`config.mk`:
```
export PLATFORM = sky130hd
export DESIGN_NAME = inert_spi_mstr
export DESIGN_NICKNAME = d
export VERILOG_FILES = /design/src/rtl/inert_spi_mstr.sv
export SDC_FILE = /design/constraint.sdc
export NUM_CORES = 1
export LEC_CHECK = 0
export ABC_AREA = 1
export CAP_MARGIN = 25
export CORE_UTILIZATION = 45
export DETAILED_ROUTE_END_ITERATION = 10
export PLACE_DENSITY = 0.75
export SETUP_SLACK_MARGIN = 0.5
export SKIP_CTS_REPAIR_TIMING = 1
export SLEW_MARGIN = 20
export SYNTH_ARGS = -nofsm -noshare
export SYNTH_HDL_FRONTEND = slang
export SYNTH_SLANG_ARGS = --single-unit
```
`constraint.sdc`:
```
create_clock -name clk -period 1.55 [get_ports clk]
set_input_delay 0.2325 -clock clk [delete_from_list [all_inputs] [get_ports clk]]
set_output_delay 0.2325 -clock clk [all_outputs]
set_load 0.02 [all_outputs]
```
`src/rtl/inert_spi_mstr.sv`:
```
// SPI mode-3 master: one 16-bit full-duplex frame per accepted wrt, done/rd_data handshake.
// Define INERT_SPI_FAST_SCLK_EN for SCLK = clk/16 (default SCLK = clk/32).
module inert_spi_mstr (
  input  logic        clk,
  input  logic        rst,
  input  logic        wrt,
  input  logic [15:0] cmd,
  input  logic        MISO,
  output logic        SS_n,
  output logic        SCLK,
  output logic        MOSI,
  output logic        done,
  output logic [15:0] rd_data
);

`ifdef INERT_SPI_FAST_SCLK_EN
  localparam int DIV_W = 4;
  localparam logic [DIV_W-1:0] DIV_LOAD = 4'b1011;
`else
  localparam int DIV_W = 5;
  localparam logic [DIV_W-1:0] DIV_LOAD = 5'b10111;
`endif
  localparam logic [DIV_W-1:0] DIV_MAX  = {DIV_W{1'b1}};
  localparam logic [DIV_W-1:0] DIV_HALF = {1'b0, {(DIV_W-1){1'b1}}};
  localparam logic [DIV_W-1:0] DIV_ONE  = {{(DIV_W-1){1'b0}}, 1'b1};

  typedef enum logic [2:0] {
    IDLE  = 3'b000,
    FRONT = 3'b001,
    SHIFT = 3'b010,
    BACK  = 3'b100
  } state_t;

  state_t           state_q, state_d;
  logic [DIV_W-1:0] div_q, div_d;
  logic [3:0]       bit_cnt_q, bit_cnt_d;
  logic [15:0]      shft_q, shft_d;
  logic             smpl_q, smpl_d;
  logic             ss_n_q, ss_n_d;
  logic             sclk_q, sclk_d;
  logic             done_q, done_d;
  logic             wrap_s, rise_s;

  // State and datapath registers
  always_ff @(posedge clk or posedge rst) begin
    if (rst) begin
      state_q   <= IDLE;
      div_q     <= '0;
      bit_cnt_q <= 4'd0;
      shft_q    <= 16'h0000;
      smpl_q    <= 1'b0;
      ss_n_q    <= 1'b1;
      sclk_q    <= 1'b1;
      done_q    <= 1'b0;
    end else begin
      state_q   <= state_d;
      div_q     <= div_d;
      bit_cnt_q <= bit_cnt_d;
      shft_q    <= shft_d;
      smpl_q    <= smpl_d;
      ss_n_q    <= ss_n_d;
      sclk_q    <= sclk_d;
      done_q    <= done_d;
    end
  end

  // Next-state and datapath control
  always_comb begin
    state_d   = state_q;
    div_d     = div_q;
    bit_cnt_d = bit_cnt_q;
    shft_d    = shft_q;
    smpl_d    = smpl_q;
    ss_n_d    = ss_n_q;
    done_d    = done_q;
    wrap_s    = (div_q == DIV_MAX);
    rise_s    = (div_q == DIV_HALF);

    case (state_q)
      IDLE: begin
        if (wrt) begin
          shft_d    = cmd;
          div_d     = DIV_LOAD;
          bit_cnt_d = 4'd0;
          ss_n_d    = 1'b0;
          done_d    = 1'b0;
          state_d   = FRONT;
        end else begin
          state_d = IDLE;
        end
      end
      FRONT: begin
        // First falling edge only: MOSI already carries cmd[15]
        div_d = div_q + DIV_ONE;
        if (wrap_s) begin
          state_d = SHIFT;
        end else begin
          state_d = FRONT;
        end
      end
      SHIFT: begin
        div_d = div_q + DIV_ONE;
        if (rise_s) begin
          smpl_d = MISO;
          if (bit_cnt_q == 4'd15) begin
            state_d = BACK;
          end else begin
            state_d = SHIFT;
          end
        end else if (wrap_s) begin
          shft_d    = {shft_q[14:0], smpl_q};
          bit_cnt_d = bit_cnt_q + 4'd1;
        end else begin
          state_d = SHIFT;
        end
      end
      BACK: begin
        div_d = div_q + DIV_ONE;
        if (wrap_s) begin
          shft_d  = {shft_q[14:0], smpl_q};
          ss_n_d  = 1'b1;
          done_d  = 1'b1;
          state_d = IDLE;
        end else begin
          state_d = BACK;
        end
      end
      default: begin
        state_d   = IDLE;
        div_d     = '0;
        bit_cnt_d = 4'd0;
        shft_d    = 16'h0000;
        smpl_d    = 1'b0;
        ss_n_d    = 1'b1;
        done_d    = 1'b0;
      end
    endcase

    // SCLK is registered from next state so it never glitches and parks high in IDLE
    if (state_d == IDLE) begin
      sclk_d = 1'b1;
    end else begin
      sclk_d = div_d[DIV_W-1];
    end
  end

  assign SS_n    = ss_n_q;
  assign SCLK    = sclk_q;
  assign MOSI    = shft_q[15];
  assign done    = done_q;
  assign rd_data = shft_q;

endmodule

```
==> impl_metrics.json <==
{
  "clock_sinks": 32,
  "arrival_ns": 1.86,
  "gp_congestion": 0.867,
  "h-tree-depth": 2,
  "fmax_mhz": 596,
  "hold_viol": 0,
  "synth-edff-count": 0,
  "drive_gt1_share_pct": 39.8,
  "synthDistinctLibCells": 29,
  "setup_violations": 21,
  "grt_pass1_vias": 1599,
  "die_area_um2": 4270,
  "final_common_cell": "nand2_1",
  "finalInstanceArea_um2": 2980,
  "maxCapViolCount": 0,
  "p_per_area_nw_per_um2": 1640,
  "reg2regPathDepth": 10,
  "fillers": 247,
  "ant_nets": 0,
  "fp.coreArea_um2": 3740,
  "setup_slack_ns": -0.128,
  "stdcell_count": 375,
  "worstSetupStartpointType": "flop",
  "tritoncts": "done",
  "synth_ff_type": "dfrtp_1",
  "dp_hpwl_um": 3010,
  "rsz0062_at_grt": "yes",
  "final_cell_mix": "nand2_1 (101), buf_4 (33), dfrtp_1 (27), buf_6 (27), clkdlybuf4s50_1 (19)",
  "yosysSeqAreaShare_pct": 44.5,
  "clk_pin_slew_worst_paths_ns": 0.07,
  "outcome": "complete, but fails checks",
  "synth_cells": 241,
  "critPathRequiredTime_ns": 1.73,
  "grt_max_degree": 33,
  "grtUsageTotal_pct": 21.8,
  "cts_buffer_depth": 2,
  "root_buffer": "clkbuf_8",
  "initial_core_util_pct": 48.2,
  "violations": "setup timing",
  "synth_area_per_cell_um2": 7.49,
  "vias_per_cell": 5.06,
  "drv_slew": 0,
  "ys_seq_elements": 32,
  "drt-initial-drc-count": 160,
  "post_dp_cell_area_um2": 2480,
  "die_h_um": 65.3,
  "via_count": 1899,
  "fin_tns_setup_ns": -1.53,
  "worstSetupPathType": "reg2reg",
  "drc": 0,
  "num_antenna_cells": 0,
  "syn_area_um2": 1800,
  "portBuffers": 39,
  "irDropWorstVdd_v": 0.00113,
  "worst_pin_slew_ns": 0.224,
  "synthesis.nets": 266,
  "path_max_fanout": 5,
  "leakage_nw": 1.52,
  "fin_crit_sh_pct": 108,
  "clk_latency_ns": 0.29,
  "yosysWarningCount": 0,
  "area.growth.synth_to_final_pct": 65.0,
  "rows": 22,
  "cp-end-kind": "flop",
  "die_w_um": 65.3,
  "min_period_ns": 1.68,
  "dp_cells": 340,
  "dr.pass1.iters": 4,
  "async_reset_ff_share_pct": 100,
  "power_mw": 4.87,
  "antenna_found_initial": 0,
  "cts_buffers": 5,
  "slew_headroom_pct": 85.0,
  "drt_wl_total_um": 5180,
  "ios": 40,
  "overflow": 0,
  "holdCritPathClass": "in2async",
  "skew_ns": 0.00480,
  "layout.nets": 351,
  "wl_per_cell_um": 13.8,
  "grt_pass1_wl_um": 7010
}
## layout make-up
type,count,area (µm²),share of cell area [%]
Clock buffer,6,72.6,2.44
Tap cell,48,60.1,2.02
Inverter,19,78.8,2.65
Sequential cell,32,807,27.1
Timing Repair Buffer,83,822,27.6
Multi-Input combinational cell,185,1100,37.0
Clock inverter,2,35.0,1.18
## final timing paths
check	end	from	slack, ns
min reg2reg	SS_n	SS_n	0.51
min	smpl_q	rst	0.29
max in group asynchronous	SS_n	rst	1.01
max reg2reg	rd_data[8]	div_q[0]	-0.13
max	rd_data[8]	div_q[0]	-0.13
min in group clk	SS_n	SS_n	0.51
## where the power goes
| group | leakage (nW) | switching [mW] | internal (mW) | total [mW] |
|---|---|---|---|---|
| Sequential | 0.411 | 0.258 | 1.14 | 1.39 |
| Clock | 0.0552 | 0.323 | 0.477 | 0.800 |
| Combinational | 1.05 | 1.36 | 1.32 | 2.68 |
| Total | 1.52 | 1.94 | 2.93 | 4.87 |
## worst max-delay path, cell delays in order (launching register included)
cell and delay, ns:
dfrtp_1 0.36, ha_2 0.19, nand2_2 0.07, nor2_4 0.14, ha_4 0.15, inv_2 0.04, a21oi_2 0.15, nand3_4 0.16
buf_6 0.18, nand3_2 0.07, nand2_2 0.06
## kinds of logic (layout without fill, tap and decap cells)
logic type               after synthesis  count (layout)  synth area share (%)
AO/OA/AOI/OAI                         12              12                  3.95
XOR/XNOR                               2               2                 0.971
adder cells (fa/ha/maj)                5               5                  3.47
buffers and inverters                 25             110                  6.10
flip-flops                            32              32                  44.5
AND/OR/NAND/NOR                      165             166                  41.0
## synthesized netlist by cell type (3+ instances only)
master | n | area [µm²]
nand2_1 | 109 | 409
dfrtp_1 | 30 | 751
nand3_1 | 28 | 140
inv_1 | 17 | 63.8
nor2_1 | 12 | 45.0
ha_1 | 5 | 62.6
a21oi_1 | 4 | 20.0
buf_2 | 4 | 20.0
nand4_1 | 4 | 25.0
o21ai_0 | 3 | 15.0
## flip-flops by register name, summed over array words and instances, names as in the netlist
register / flops
div_q: 5
SCLK: 1
smpl_q: 1
done: 1
bit_cnt_q: 4
SS_n: 1
rd_data: 16
state_q: 3
## layer usage
metal,GRT usage [%],share of wire [%]
met5,0,0
met4,8.97,0.33
met3,4.17,5.2
met2,35.7,52
met1,28.0,43
## stage by stage
stage | hold WS [ns] | utilization (%) | setup WS [ns]
floorplan | 0.347 | - | -0.0778
detailed placement | 0.504 | 66.2 | -0.102
global placement | 0.473 | 66.2 | -0.0614
global route | 0.323 | 79.5 | -0.177
finish | 0.294 | 79.5 | -0.128
CTS | 0.305 | 69.1 | -0.124
(Power assumes the default switching activity.)
==> RTL edit, RTL diff (same settings) <==
Put a register stage on the output `MOSI`, with the module's reset. The value now appears one clock later. The other outputs are not delayed to match.
--- a/src/rtl/inert_spi_mstr.sv
+++ b/src/rtl/inert_spi_mstr.sv
@@ -146,7 +146,13 @@
 
   assign SS_n    = ss_n_q;
   assign SCLK    = sclk_q;
-  assign MOSI    = shft_q[15];
+  always_ff @(posedge clk or posedge rst) begin
+    if (rst) begin
+      MOSI <= '0;
+    end else begin
+      MOSI <= shft_q[15];
+    end
+  end
   assign done    = done_q;
   assign rd_data = shft_q;
 
Function: changed (Yosys sat finds a counterexample within 4 cycles, from zero or initial values and one cycle with rst high).
==> RTL edit against the original RTL <==
The run still ends with negative setup slack left. Power shrank 6.6%. Clock skew increased by 0.0098 ns. Sequential cell count increased by 1. Count of clock-buffer cells in the layout is 2 higher. Clock power fell by 14%. Global-route usage decreased by 0.69 points. Routed wire length increased by 7.4%. Setup slack worse by 0.0052 ns. Design area fell by 4.1%. Synthesized area down 1.9%. Critical path type unchanged.
==> RTL edit: results (changes against the original RTL) <==
- Max-slew headroom: 80.9% (was 85.0%)
- Hpwl dp: 2840 um (was 3010 um)
- Adder-Cell Fraction of Synth Area: 3.53% (was 3.47%)
- Synth Area in Compound Gates: 9.12% (was 3.95%)
- Share of cells above drive strength 1: 37.2% (was 39.8%)
- GP Congestion: 0.889 (was 0.867)
- Vias per cell: 5.27 (was 5.06)
- Syn Nets: 264 (was 266)
- Post-synth top cells: nand2_1, dfrtp_1, o21ai_0, inv_1 (was nand2_1, dfrtp_1, nand3_1, inv_1, nor2_1)
- Worst-path fanout max: 8 (was 5)
- Placed inst area: 2340 sq um (was 2480 sq um)
- Leakage: 1.46 nW (was 1.52 nW)
- Count of different cell masters after synthesis: 21 (was 29)
- First-pass GRT wire length: 6690 um (was 7010 um)
- Final nets: 341 (was 351)
- Critical Path AT: 1.88 ns (was 1.86 ns)
- Register area share after synthesis: 46.8% (was 44.5%)
- Largest net degree at the start of global routing: 22 (was 33)
- 1st-iter DRT viols: 181 (was 160)
- Peak supply drop: 0.000806 V (was 0.00113 V)
- Clk_skew: 0.0146 ns (was 0.00480 ns)
- Status: complete, but fails checks (unchanged)
- Fillers: 243 (was 247)
- Failing checks: negative setup slack (unchanged)
- Final WS setup: -0.133 ns (was -0.128 ns)
- Final Setup Violations: 21 (unchanged)
==> RTL edit: final timing paths <==
check	start	endpoint	cells past startpoint
hold / removal	rst	state_q[1]	3
hold reg to reg	rd_data[15]	MOSI	0
min in group clk	rd_data[15]	MOSI	0
max in group asynchronous	rst	div_q[1]	3
setup / recovery	div_q[0]	rd_data[0]	9
setup reg to reg	div_q[0]	rd_data[0]	9
==> RTL edit: area by class of cell <==
| type | count | area share, % |
|---|---|---|
| timing repair buffer | 75 | 26.1 |
| tap | 48 | 2.10 |
| clock buffer | 8 | 3.16 |
| multi-input combinational | 183 | 37.0 |
| inverter | 18 | 2.54 |
| sequential | 33 | 29.1 |
==> RTL edit: kinds of logic (layout without fill, tap and decap cells) <==
group	Yosys count	count (layout)
DFF	33	33
AOI/OAI and AO/OA	32	32
buffers and inverters	24	101
adders and majority gates	5	5
xor gates and xnor gates	1	1
and+or+nand+nor	144	145
==> RTL edit: worst max-delay path, stage by stage, from the launching register on <==
cell,delay (ns)
dfrtp_1,0.38
ha_2,0.19
nand2_2,0.10
nor2_4,0.07
ha_4,0.19
nand3_4,0.10
nand3_4,0.13
buf_8,0.18
o21ai_1,0.17
nand2_1,0.08
==> RTL edit: per-layer routing <==
metal,vias to the layer above,track usage (%)
li1,909,-
met5,-,0
met4,0,10.0
met2,88,31.0
met1,911,28.8
met3,17,5.46
==> RTL edit: power groups by stage <==
stage               Clock (W)  Sequential [W]  Combinational (W)
floorplan                   0         0.00158           0.000855
global placement            0         0.00137            0.00171
detailed placement          0         0.00139            0.00173
CTS                  0.000685         0.00138            0.00174
global route         0.000731         0.00145            0.00259
finish               0.000686         0.00143            0.00243
==> RTL edit: per-stage QoR <==
| stage | setup TNS [ns] | cells | hold slack, ns | setup slack, ns | util [%] |
|---|---|---|---|---|---|
| after floorplan | 0 | 239 | 0.360 | 0.0334 | - |
| after global placement | -0.479 | 332 | 0.379 | -0.0425 | 63.0 |
| after detailed placement | -0.951 | 332 | 0.402 | -0.0693 | 63.0 |
| after CTS | -1.50 | 340 | 0.259 | -0.102 | 65.4 |
| after global routing | -3.05 | 365 | 0.273 | -0.202 | 76.8 |
| final | -1.39 | 365 | 0.259 | -0.133 | 76.8 |
